[config.mk]
export PLATFORM = sky130hd
export DESIGN_NAME = mem_port_arbiter
export DESIGN_NICKNAME = d
export VERILOG_FILES = /design/src/rtl/bali_mem_pkg.sv /design/src/rtl/mem_port_arbiter_rr_picker.sv /design/src/rtl/mem_port_arbiter.sv
export SDC_FILE = /design/constraint.sdc
export NUM_CORES = 1
export LEC_CHECK = 0
export CAP_MARGIN = 10
export CORE_AREA = 4 4 107 109
export DETAILED_ROUTE_END_ITERATION = 8
export DIE_AREA = 0 0 111 113
export PLACE_DENSITY = 0.85
export SYNTH_ARGS = -nofsm -noshare
export SYNTH_HDL_FRONTEND = slang
export SYNTH_SLANG_ARGS = --single-unit
[constraint.sdc]
create_clock -name clk -period 2.3 [get_ports clk]
set_input_delay 0.345 -clock clk [delete_from_list [all_inputs] [get_ports clk]]
set_output_delay 0.345 -clock clk [all_outputs]
set_load 0.01 [all_outputs]
[src/rtl/bali_mem_pkg.sv]
// Shared types and constants for the data-RAM port arbiter.
//   arb_state_t : arbiter FSM states
//   mem_addr_t  : RAM word address
//   mem_word_t  : RAM data word
//   REQ_*       : requester indices of the CPU memory clients
//   idx_width() : width of an index into n items (never below 1)
package bali_mem_pkg;

    localparam int MEM_ADDR_W = 16;
    localparam int MEM_DATA_W = 32;
    localparam int NUM_REQ    = 3;

    localparam int REQ_STACK  = 0;  // eval-stack spill
    localparam int REQ_LVA    = 1;  // local-variable array
    localparam int REQ_STATIC = 2;  // static array

    typedef logic [MEM_ADDR_W-1:0] mem_addr_t;
    typedef logic [MEM_DATA_W-1:0] mem_word_t;

    typedef enum logic [1:0] {
        IDLE,
        ISSUE,
        WAIT,
        RESP
    } arb_state_t;

    function automatic int idx_width(input int n);
        return (n > 1) ? $clog2(n) : 1;
    endfunction

endpackage

[src/rtl/mem_port_arbiter_rr_picker.sv]
// rr_picker: combinational round-robin selector.
// Searches valid_i starting at ptr_i+1 (mod NREQ) and returns the first hit.
//   valid_i  in   NREQ    candidate requests
//   ptr_i    in   IDX_W   index of the most recent winner
//   grant_o  out  NREQ    one-hot winner (zero when nothing is valid)
//   idx_o    out  IDX_W   binary index of the winner
//   any_o    out  1       some request is valid
module rr_picker #(
    parameter int NREQ  = 3,
    parameter int IDX_W = 2
) (
    input  logic [NREQ-1:0]  valid_i,
    input  logic [IDX_W-1:0] ptr_i,
    output logic [NREQ-1:0]  grant_o,
    output logic [IDX_W-1:0] idx_o,
    output logic             any_o
);

    logic [IDX_W-1:0] cand;

    // NOTE: every output of a combinational block gets a default before any
    // conditional assignment; a path that leaves one unassigned infers a latch.
    always_comb begin
        grant_o = '0;
        idx_o   = '0;
        any_o   = 1'b0;
        cand    = ptr_i;
        for (int off = 0; off < NREQ; off++) begin
            // Step the candidate with an explicit wrap so NREQ need not be a power of two.
            cand = (cand == IDX_W'(NREQ - 1)) ? '0 : cand + 1'b1;
            if (!any_o && valid_i[cand]) begin
                any_o         = 1'b1;
                grant_o[cand] = 1'b1;
                idx_o         = cand;
            end
        end
    end

endmodule

[src/rtl/mem_port_arbiter.sv]
// mem_port_arbiter: shares one single-port data RAM between the CPU memory
// clients (0 = eval-stack spill, 1 = local-variable array, 2 = static array).
// Round-robin choice, one transaction in flight, one-cycle response pulse.
//
// Ports
//   clk, rst            clock; asynchronous active-low reset
//   req_valid/we/lock   per-requester request, write flag, lock request
//   req_addr/wdata      per-requester word address and write data
//   req_ready           one-hot accept (combinational, only in IDLE)
//   rsp_valid/rsp_rdata one-hot completion pulse; last read data (held)
//   mem_en/we/addr/wdata registered RAM command, high for one cycle
//   mem_rdata           RAM read data, MEM_LAT cycles after mem_en
//   busy                a transaction is in progress
//
// Build option: define ARB_LOCK_EN to let an accepted request with req_lock=1
// reserve the port for its requester until that requester is accepted with
// req_lock=0. Without it req_lock is ignored.
module mem_port_arbiter
    import bali_mem_pkg::*;
#(
    parameter int NREQ    = NUM_REQ,
    parameter int ADDR_W  = MEM_ADDR_W,
    parameter int DATA_W  = MEM_DATA_W,
    parameter int MEM_LAT = 1
) (
    input  logic                        clk,
    input  logic                        rst,
    input  logic [NREQ-1:0]             req_valid,
    input  logic [NREQ-1:0]             req_we,
    input  logic [NREQ-1:0]             req_lock,
    input  logic [NREQ-1:0][ADDR_W-1:0] req_addr,
    input  logic [NREQ-1:0][DATA_W-1:0] req_wdata,
    output logic [NREQ-1:0]             req_ready,
    output logic [NREQ-1:0]             rsp_valid,
    output logic [DATA_W-1:0]           rsp_rdata,
    output logic                        mem_en,
    output logic                        mem_we,
    output logic [ADDR_W-1:0]           mem_addr,
    output logic [DATA_W-1:0]           mem_wdata,
    input  logic [DATA_W-1:0]           mem_rdata,
    output logic                        busy
);

    localparam int IDX_W = idx_width(NREQ);
    localparam int CNT_W = idx_width(MEM_LAT);

    if (NREQ < 2) begin : g_bad_nreq
        $fatal(1, "mem_port_arbiter: NREQ must be >= 2");
    end
    if (MEM_LAT < 1) begin : g_bad_lat
        $fatal(1, "mem_port_arbiter: MEM_LAT must be >= 1");
    end

    arb_state_t       state_q, state_d;
    logic [IDX_W-1:0] ptr_q, ptr_d;
    logic [IDX_W-1:0] id_q, id_d;
    logic [CNT_W-1:0] cnt_q, cnt_d;
    logic [DATA_W-1:0] rdata_q, rdata_d;
    logic             mem_en_q, mem_en_d;
    logic             mem_we_q, mem_we_d;
    logic [ADDR_W-1:0] mem_addr_q, mem_addr_d;
    logic [DATA_W-1:0] mem_wdata_q, mem_wdata_d;

    logic [NREQ-1:0]  pick_valid;
    logic [NREQ-1:0]  pick_grant;
    logic [IDX_W-1:0] pick_idx;
    logic             pick_any;

`ifdef ARB_LOCK_EN
    logic             lock_q, lock_d;
    logic [IDX_W-1:0] lock_id_q, lock_id_d;

    // While locked, only the owner is presented to the picker.
    always_comb begin
        pick_valid = req_valid;
        if (lock_q) begin
            pick_valid            = '0;
            pick_valid[lock_id_q] = req_valid[lock_id_q];
        end
    end
`else
    logic unused_lock;
    assign pick_valid  = req_valid;
    assign unused_lock = ^req_lock;
`endif

    rr_picker #(
        .NREQ  (NREQ),
        .IDX_W (IDX_W)
    ) u_picker (
        .valid_i (pick_valid),
        .ptr_i   (ptr_q),
        .grant_o (pick_grant),
        .idx_o   (pick_idx),
        .any_o   (pick_any)
    );

    always_comb begin
        state_d     = state_q;
        ptr_d       = ptr_q;
        id_d        = id_q;
        cnt_d       = cnt_q;
        rdata_d     = rdata_q;
        mem_en_d    = 1'b0;
        mem_we_d    = 1'b0;
        mem_addr_d  = '0;
        mem_wdata_d = '0;
`ifdef ARB_LOCK_EN
        lock_d      = lock_q;
        lock_id_d   = lock_id_q;
`endif
        unique case (state_q)
            IDLE: begin
                if (pick_any) begin
                    // Accept: the RAM command registers double as the latched payload.
                    state_d     = ISSUE;
                    id_d        = pick_idx;
                    mem_en_d    = 1'b1;
                    mem_we_d    = req_we[pick_idx];
                    mem_addr_d  = req_addr[pick_idx];
                    mem_wdata_d = req_wdata[pick_idx];
`ifdef ARB_LOCK_EN
                    if (!lock_q) ptr_d = pick_idx;
                    // Only the owner can win while locked, so this both sets and releases.
                    lock_d    = req_lock[pick_idx];
                    lock_id_d = pick_idx;
`else
                    ptr_d = pick_idx;
`endif
                end
            end
            ISSUE: begin
                cnt_d   = '0;
                state_d = mem_we_q ? RESP : WAIT;
            end
            WAIT: begin
                if (cnt_q == CNT_W'(MEM_LAT - 1)) begin
                    rdata_d = mem_rdata;
                    state_d = RESP;
                end else begin
                    cnt_d = cnt_q + 1'b1;
                end
            end
            RESP: begin
                state_d = IDLE;
            end
            default: state_d = IDLE;
        endcase
    end

    // NOTE: sequential state uses non-blocking assignments so every flop
    // samples the pre-edge value of every other flop, independent of order.
    always_ff @(posedge clk or negedge rst) begin
        if (!rst) begin
            state_q     <= IDLE;
            ptr_q       <= IDX_W'(NREQ - 1);
            id_q        <= '0;
            cnt_q       <= '0;
            rdata_q     <= '0;
            mem_en_q    <= 1'b0;
            mem_we_q    <= 1'b0;
            mem_addr_q  <= '0;
            mem_wdata_q <= '0;
        end else begin
            state_q     <= state_d;
            ptr_q       <= ptr_d;
            id_q        <= id_d;
            cnt_q       <= cnt_d;
            rdata_q     <= rdata_d;
            mem_en_q    <= mem_en_d;
            mem_we_q    <= mem_we_d;
            mem_addr_q  <= mem_addr_d;
            mem_wdata_q <= mem_wdata_d;
        end
    end

`ifdef ARB_LOCK_EN
    always_ff @(posedge clk or negedge rst) begin
        if (!rst) begin
            lock_q    <= 1'b0;
            lock_id_q <= '0;
        end else begin
            lock_q    <= lock_d;
            lock_id_q <= lock_id_d;
        end
    end
`endif

    always_comb begin
        req_ready = '0;
        rsp_valid = '0;
        if (state_q == IDLE) req_ready = pick_grant;
        if (state_q == RESP) rsp_valid[id_q] = 1'b1;
    end

    assign rsp_rdata = rdata_q;
    assign mem_en    = mem_en_q;
    assign mem_we    = mem_we_q;
    assign mem_addr  = mem_addr_q;
    assign mem_wdata = mem_wdata_q;
    assign busy      = (state_q != IDLE);

endmodule

* After elaboration in Yosys (flattened, before gate mapping)
Index checks and enable logic that the tools add are counted.
** Cells by class
- Reduce and logical (&&, ||, !) cells :: 14
- Bitwise logic cells :: 3
- Mux-type cells :: 48
- $lt $le $gt $ge :: 9
- $add $sub $neg :: 4
- Equal/unequal tests :: 8
** Operators with widths (number)
- 2-to-1 mux 32 bit :: 3
- binary-select mux 32 bit (select 2 bit) :: 1
- 2-to-1 mux 16 bit :: 3
- binary-select mux 16 bit (select 2 bit) :: 1
- 2-to-1 mux 1 bit :: 17
- 2-to-1 mux 2 bit :: 8
- < comparator 2 x 3 -> 1 bit (second input constant) :: 5
- 2-to-1 mux 3 bit :: 5
- equality test 2 bit (second input constant) :: 5
- binary-select mux 1 bit (select 2 bit) :: 4
- demux 1 bit (select 2 bit) :: 4
- >= comparator 2 x 1 -> 1 bit (second input constant) :: 4
- case mux 2 bit (4 select lines) :: 1
- adder 2 x 1 -> 2 bit (second input constant) :: 3
- logical AND 1 bit :: 6
- bitwise OR 3 bit :: 2
- AND reduction 2 bit :: 3
- != test 2 bit (second input constant) :: 2
- nonzero test 2 bit :: 2
- equality test 2 x 1 -> 1 bit (second input constant) :: 1
- logical NOT 1 bit :: 2
- logical NOT 2 bit :: 1
- case mux 1 bit (2 select lines) :: 1
- adder 1 bit (second input constant) :: 1
- inverter 1 bit :: 1
** Word-level totals
- Flip-flop bits (word level) :: 89

* Longest topological paths before layout
- Depth in word-level cells :: 15
- Mapped depth :: 6

* Cells and area by module
Synthesis repeated with hierarchy kept, for this count alone.
** Second synthesis, totals
- Cell total of the unflattened synthesis :: 389
- Area total of the unflattened synthesis :: 4843.4 sq um
** By module, submodules not included
- mem_port_arbiter :: cells an instance 378, area an instance 4767.1 sq um, times used 1
- rr_picker :: cells an instance 11, area an instance 76.3 sq um, times used 1

* Worst setup path after synthesis
Ideal clock, no wire load.
- Path kind :: register to output
- Start :: reg state_q[0]
- End :: out req_ready[2]
- Slack :: 0.768 ns
- Cell stages (with the launch flop) :: 6
- Path buffers :: 2
- Data arrival time :: 1.187 ns
- Cell sequence :: dfrtp_1 -> inv_1 -> ha_1 -> and3_1 -> buf_2 -> buf_6
** Between the ends
- Longest elaborated chain between the ends :: 2
** Ends and longest elaborated chain
- start: declaration :: RTL line mem_port_arbiter.sv:54 : arb_state_t state_q, state_d;
- start signal: assignment :: RTL line mem_port_arbiter.sv:165 : state_q <= state_d;
- logical NOT 2 bit :: RTL line mem_port_arbiter.sv:192 : if (state_q == IDLE) req_ready = pick_grant;
- 2-to-1 mux 3 bit :: RTL line mem_port_arbiter.sv:192
- end: declaration :: RTL line mem_port_arbiter.sv:33 : output logic [NREQ-1:0] req_ready,
No other way between the ends.

* Worst setup path in the final report
- Start :: in req_valid[1]
- End :: out req_ready[2]
** Between the ends
- Longest elaborated chain between the ends :: 10
** Ends and longest elaborated chain
- start: declaration :: RTL line mem_port_arbiter.sv:28 : input logic [NREQ-1:0] req_valid,
- binary-select mux 1 bit (select 2 bit) :: RTL line mem_port_arbiter_rr_picker.sv:31 : if (!any_o && valid_i[cand]) begin
- 2-to-1 mux 1 bit (not written as such) :: RTL line mem_port_arbiter_rr_picker.sv:31
- 2-to-1 mux 1 bit :: RTL line mem_port_arbiter_rr_picker.sv:31
- logical NOT 1 bit :: RTL line mem_port_arbiter_rr_picker.sv:31
- logical AND 1 bit :: RTL line mem_port_arbiter_rr_picker.sv:31
- 2-to-1 mux 1 bit :: RTL line mem_port_arbiter_rr_picker.sv:31
- logical NOT 1 bit :: RTL line mem_port_arbiter_rr_picker.sv:31
- logical AND 1 bit :: RTL line mem_port_arbiter_rr_picker.sv:31
- 2-to-1 mux 3 bit * :: RTL line mem_port_arbiter_rr_picker.sv:31
- 2-to-1 mux 3 bit * :: RTL line mem_port_arbiter.sv:192
Mark *: on every way between the ends. The rest lies on a longest branch, timed or not. The select of a mux whose other input is x is not followed.

==> out/qor.yml <==
pwr:
  ir_worst_vdd_mv: 0.468
  p_leak_nw: 3.02
  fin_total_pwr_mw: 7.14
  powerDensity_nw_per_um2: 1020
synthesis:
  syn_area_per_cell_um2: 14.4
  post_synth_num_cell_types: 30
  syn_inst: 273
  ys_ff_latch: 87
  synth_area_um2: 3930
  ys_top_cells_by_count: "dfrtp_1, mux2i_1, o2bb2ai_1"
  synth_ff_type: "dfrtp_1"
  synthTopCellsByArea: "dfrtp_1, mux2i_1, o2bb2ai_1, mux2_2, o2bb2ai_2"
  synthesis.nets: 464
  async_flop_share: 1.00
  synth-edff-count: 0
  yosysSeqAreaShare: 0.555
  synth_area_leader_cell: "dfrtp_1"
  yosysTopAreaCellShare: 0.548
  yosys_warnings: 0
  synth_most_common_cell: "dfrtp_1"
worst_setup_path:
  cp-start-kind: "input pin"
  reg2reg_depth: 6
  reg2reg_from: "ptr_q[1]$_DFFE_PN1P_"
  cp_max_fo: 5
  cp_slowest_stage_delay_ps: 600
  critical_path_required_ps: 1960
  reg2reg_to: "mem_wdata[27]$_DFF_PN0_"
  crit_type: "input pin to output port"
  path_cells: "clkdlybuf4s50_1 > nor2b_1 > o22ai_1 > and3_2 > dlygate4sd2_1"
  critPathArrivalTime_ps: 1790
  slowest_stage: "clkdlybuf4s50_1"
  endpoint_kind: "output port"
  cp_top_family: "buffers and inverters"
  cp_num_buf_inv: 2
  ff2ff_setup_slack_ps: 410
route:
  dr.first_iter.drc_count: 124
  detail_route.vias_per_cell: 4.87
  drt_pass1_iterations: 4
  drc: 0
  wl_per_cell_um: 17.4
  final_antenna_net_count: 0
  vias: 3353
  wl_mm: 12.0
cts:
  htreeDepth: 3
  cts_sinks: 87
  cts_hold_buffers: 0
  root_buffer: "clkbuf_8"
  clockBufferDepth: 2
  cts_buffers: 9
  cts_tree: "done"
  clock_latency_ps: 340
  cts_setup_buffers: 0
  path_clk_slew_ps: 80
sta:
  fin_skew_ps: 11.9
  min_period_over_period: 0.930
  hold_viol_final: 0
  tightest_slew_ps: 619
  fmax_mhz: 468
  rsz0062_at_grt: "no"
  slew_violations: 0
  min_period_ps: 2140
  slew_headroom: 0.587
  setup_viol: 0
layout:
  nets: 736
  register_area_um2: 2180
  n_antenna_cell: 0
  fill_cells: 812
  multi_input_area_um2: 1580
  area_growth_pct: 77.8
  drive_gt1_frac: 0.115
  final_util: 0.658
die:
  chipWidth_um: 111
  rows: 38
  coreArea_um2: 10600
  die-height_um: 113
  initial_core_util: 0.370
  dieArea_um2: 12500
  io_pins: 276
placement:
  hpwl_mm: 9.65
  routabilityCongestion: 0.832
  port_buffers: 272
grt:
  grt_pass1_wl_mm: 18.6
  grt.overflow.total: 0
  grt_max_degree: 51
  grt_pass1_vias: 3604
  grt_antenna_before_repair: 0
  grt_usage: 0.186
flow_run:
  cap_viol_max_count: 0
run_status:
  status: "complete, no violations"
hold_path:
  hold_class: "input pin to asynchronous set/reset pin"
-- routing by layer --
layer / vias up / wire length [um] / GRT usage
met5: - / 0 / 0
met4: 0 / 378 / 0.0813
met3: 31 / 1170 / 0.0727
met2: 173 / 6350 / 0.347
met1: 1595 / 4090 / 0.183
li1: 1554 / - / -
-- cell type report --
| class | count | share of cell area |
|---|---|---|
| Timing Repair Buffer | 281 | 0.406 |
| Sequential cell | 87 | 0.312 |
| Multi-Input combinational cell | 161 | 0.226 |
| Tap cell | 140 | 0.0251 |
| Clock buffer | 12 | 0.0222 |
| Clock inverter | 3 | 0.00609 |
| Inverter | 5 | 0.00269 |
-- worst reg2reg max path, delay by kind of cell (launching register included) --
kind	cells	cell delay, ps
DFF	1	590
AOI/OAI and AO/OA	2	230
buffers and inverters	2	590
muxes	1	300
and+or+nand+nor	1	70
-- where the power goes --
part	internal (mW)	total, mW	leakage [nW]	switching (mW)
clock network	0.555	1.06	0.0985	0.507
logic	2.13	3.63	1.82	1.51
registers	2.16	2.44	1.10	0.286
total	4.84	7.14	3.02	2.30
-- state kept, by name (all words and copies together) (netlist names) --
name	cells
state_q	2
mem_wdata	32
id_q	1
mem_we	1
mem_en	1
mem_addr	16
ptr_q	2
rsp_rdata	32
-- layout by cell type, fill, tap and decap left out, drive strengths merged --
cell / count
mux2: 32
nand3: 1
clkdlybuf4s50: 268
clkinvlp: 1
clkbuf: 12
and3: 1
and3b: 1
nor3: 2
dlygate4sd2: 3
dfstp: 1
nor2: 5
o21ai: 2
nand2: 3
bufinv: 1
mux2i: 49
nand2b: 2
o22ai: 1
nor2b: 1
o2bb2ai: 49
inv: 5
dfrtp: 86
buf: 10
o21a: 1
ha: 4
clkinv: 1
nor3b: 2
a31oi: 2
a21o: 3
-- through the flow --
| stage | setup WS [ps] | hold slack [ps] | std cells | cell area, um2 | setup TNS [ps] |
|---|---|---|---|---|---|
| 3_5_place_dp | -57.0 | 384 | 674 | 6780 | -384 |
| 5_1_grt | 84.5 | 29.7 | 689 | 6980 | 0 |
| 4_1_cts | 157 | 5.31 | 689 | 6980 | 0 |
| 2_1_floorplan | 768 | 49.4 | 273 | 3930 | 0 |
| 6_report | 161 | 3.00 | 689 | 6980 | 0 |
| 3_3_place_gp | -18.5 | 381 | 674 | 6780 | -18.5 |
-- how the worst max path moves through the flow --
stage,depth (start not counted),to,from
2_1_floorplan,5,req_ready[2],state_q[0]$_DFFE_PN0P_
3_3_place_gp,5,req_ready[2],req_valid[1]
3_5_place_dp,7,mem_addr[11]$_DFF_PN0_,req_valid[1]
4_1_cts,4,busy,state_q[0]$_DFFE_PN0P_
5_1_grt,5,req_ready[0],state_q[0]$_DFFE_PN0P_
6_report,5,req_ready[2],req_valid[1]
-- what timing repair did --
| action | in CTS | in global routing |
|---|---|---|
| endpoints found under the setup margin | 3 | 0 |
| resized for setup | 5 | 0 |
| hold endpoints to repair | 0 | 0 |
-- cells by family after synthesis --
group           count (synthesis)  synth area share
mux                            81             0.217
simple gates                   18            0.0252
fa+ha+maj                       4            0.0128
flops                          87             0.555
compound gates                 58             0.144
buf+inv                        25            0.0462
No activity file was read; power rests on OpenSTA's default activity.
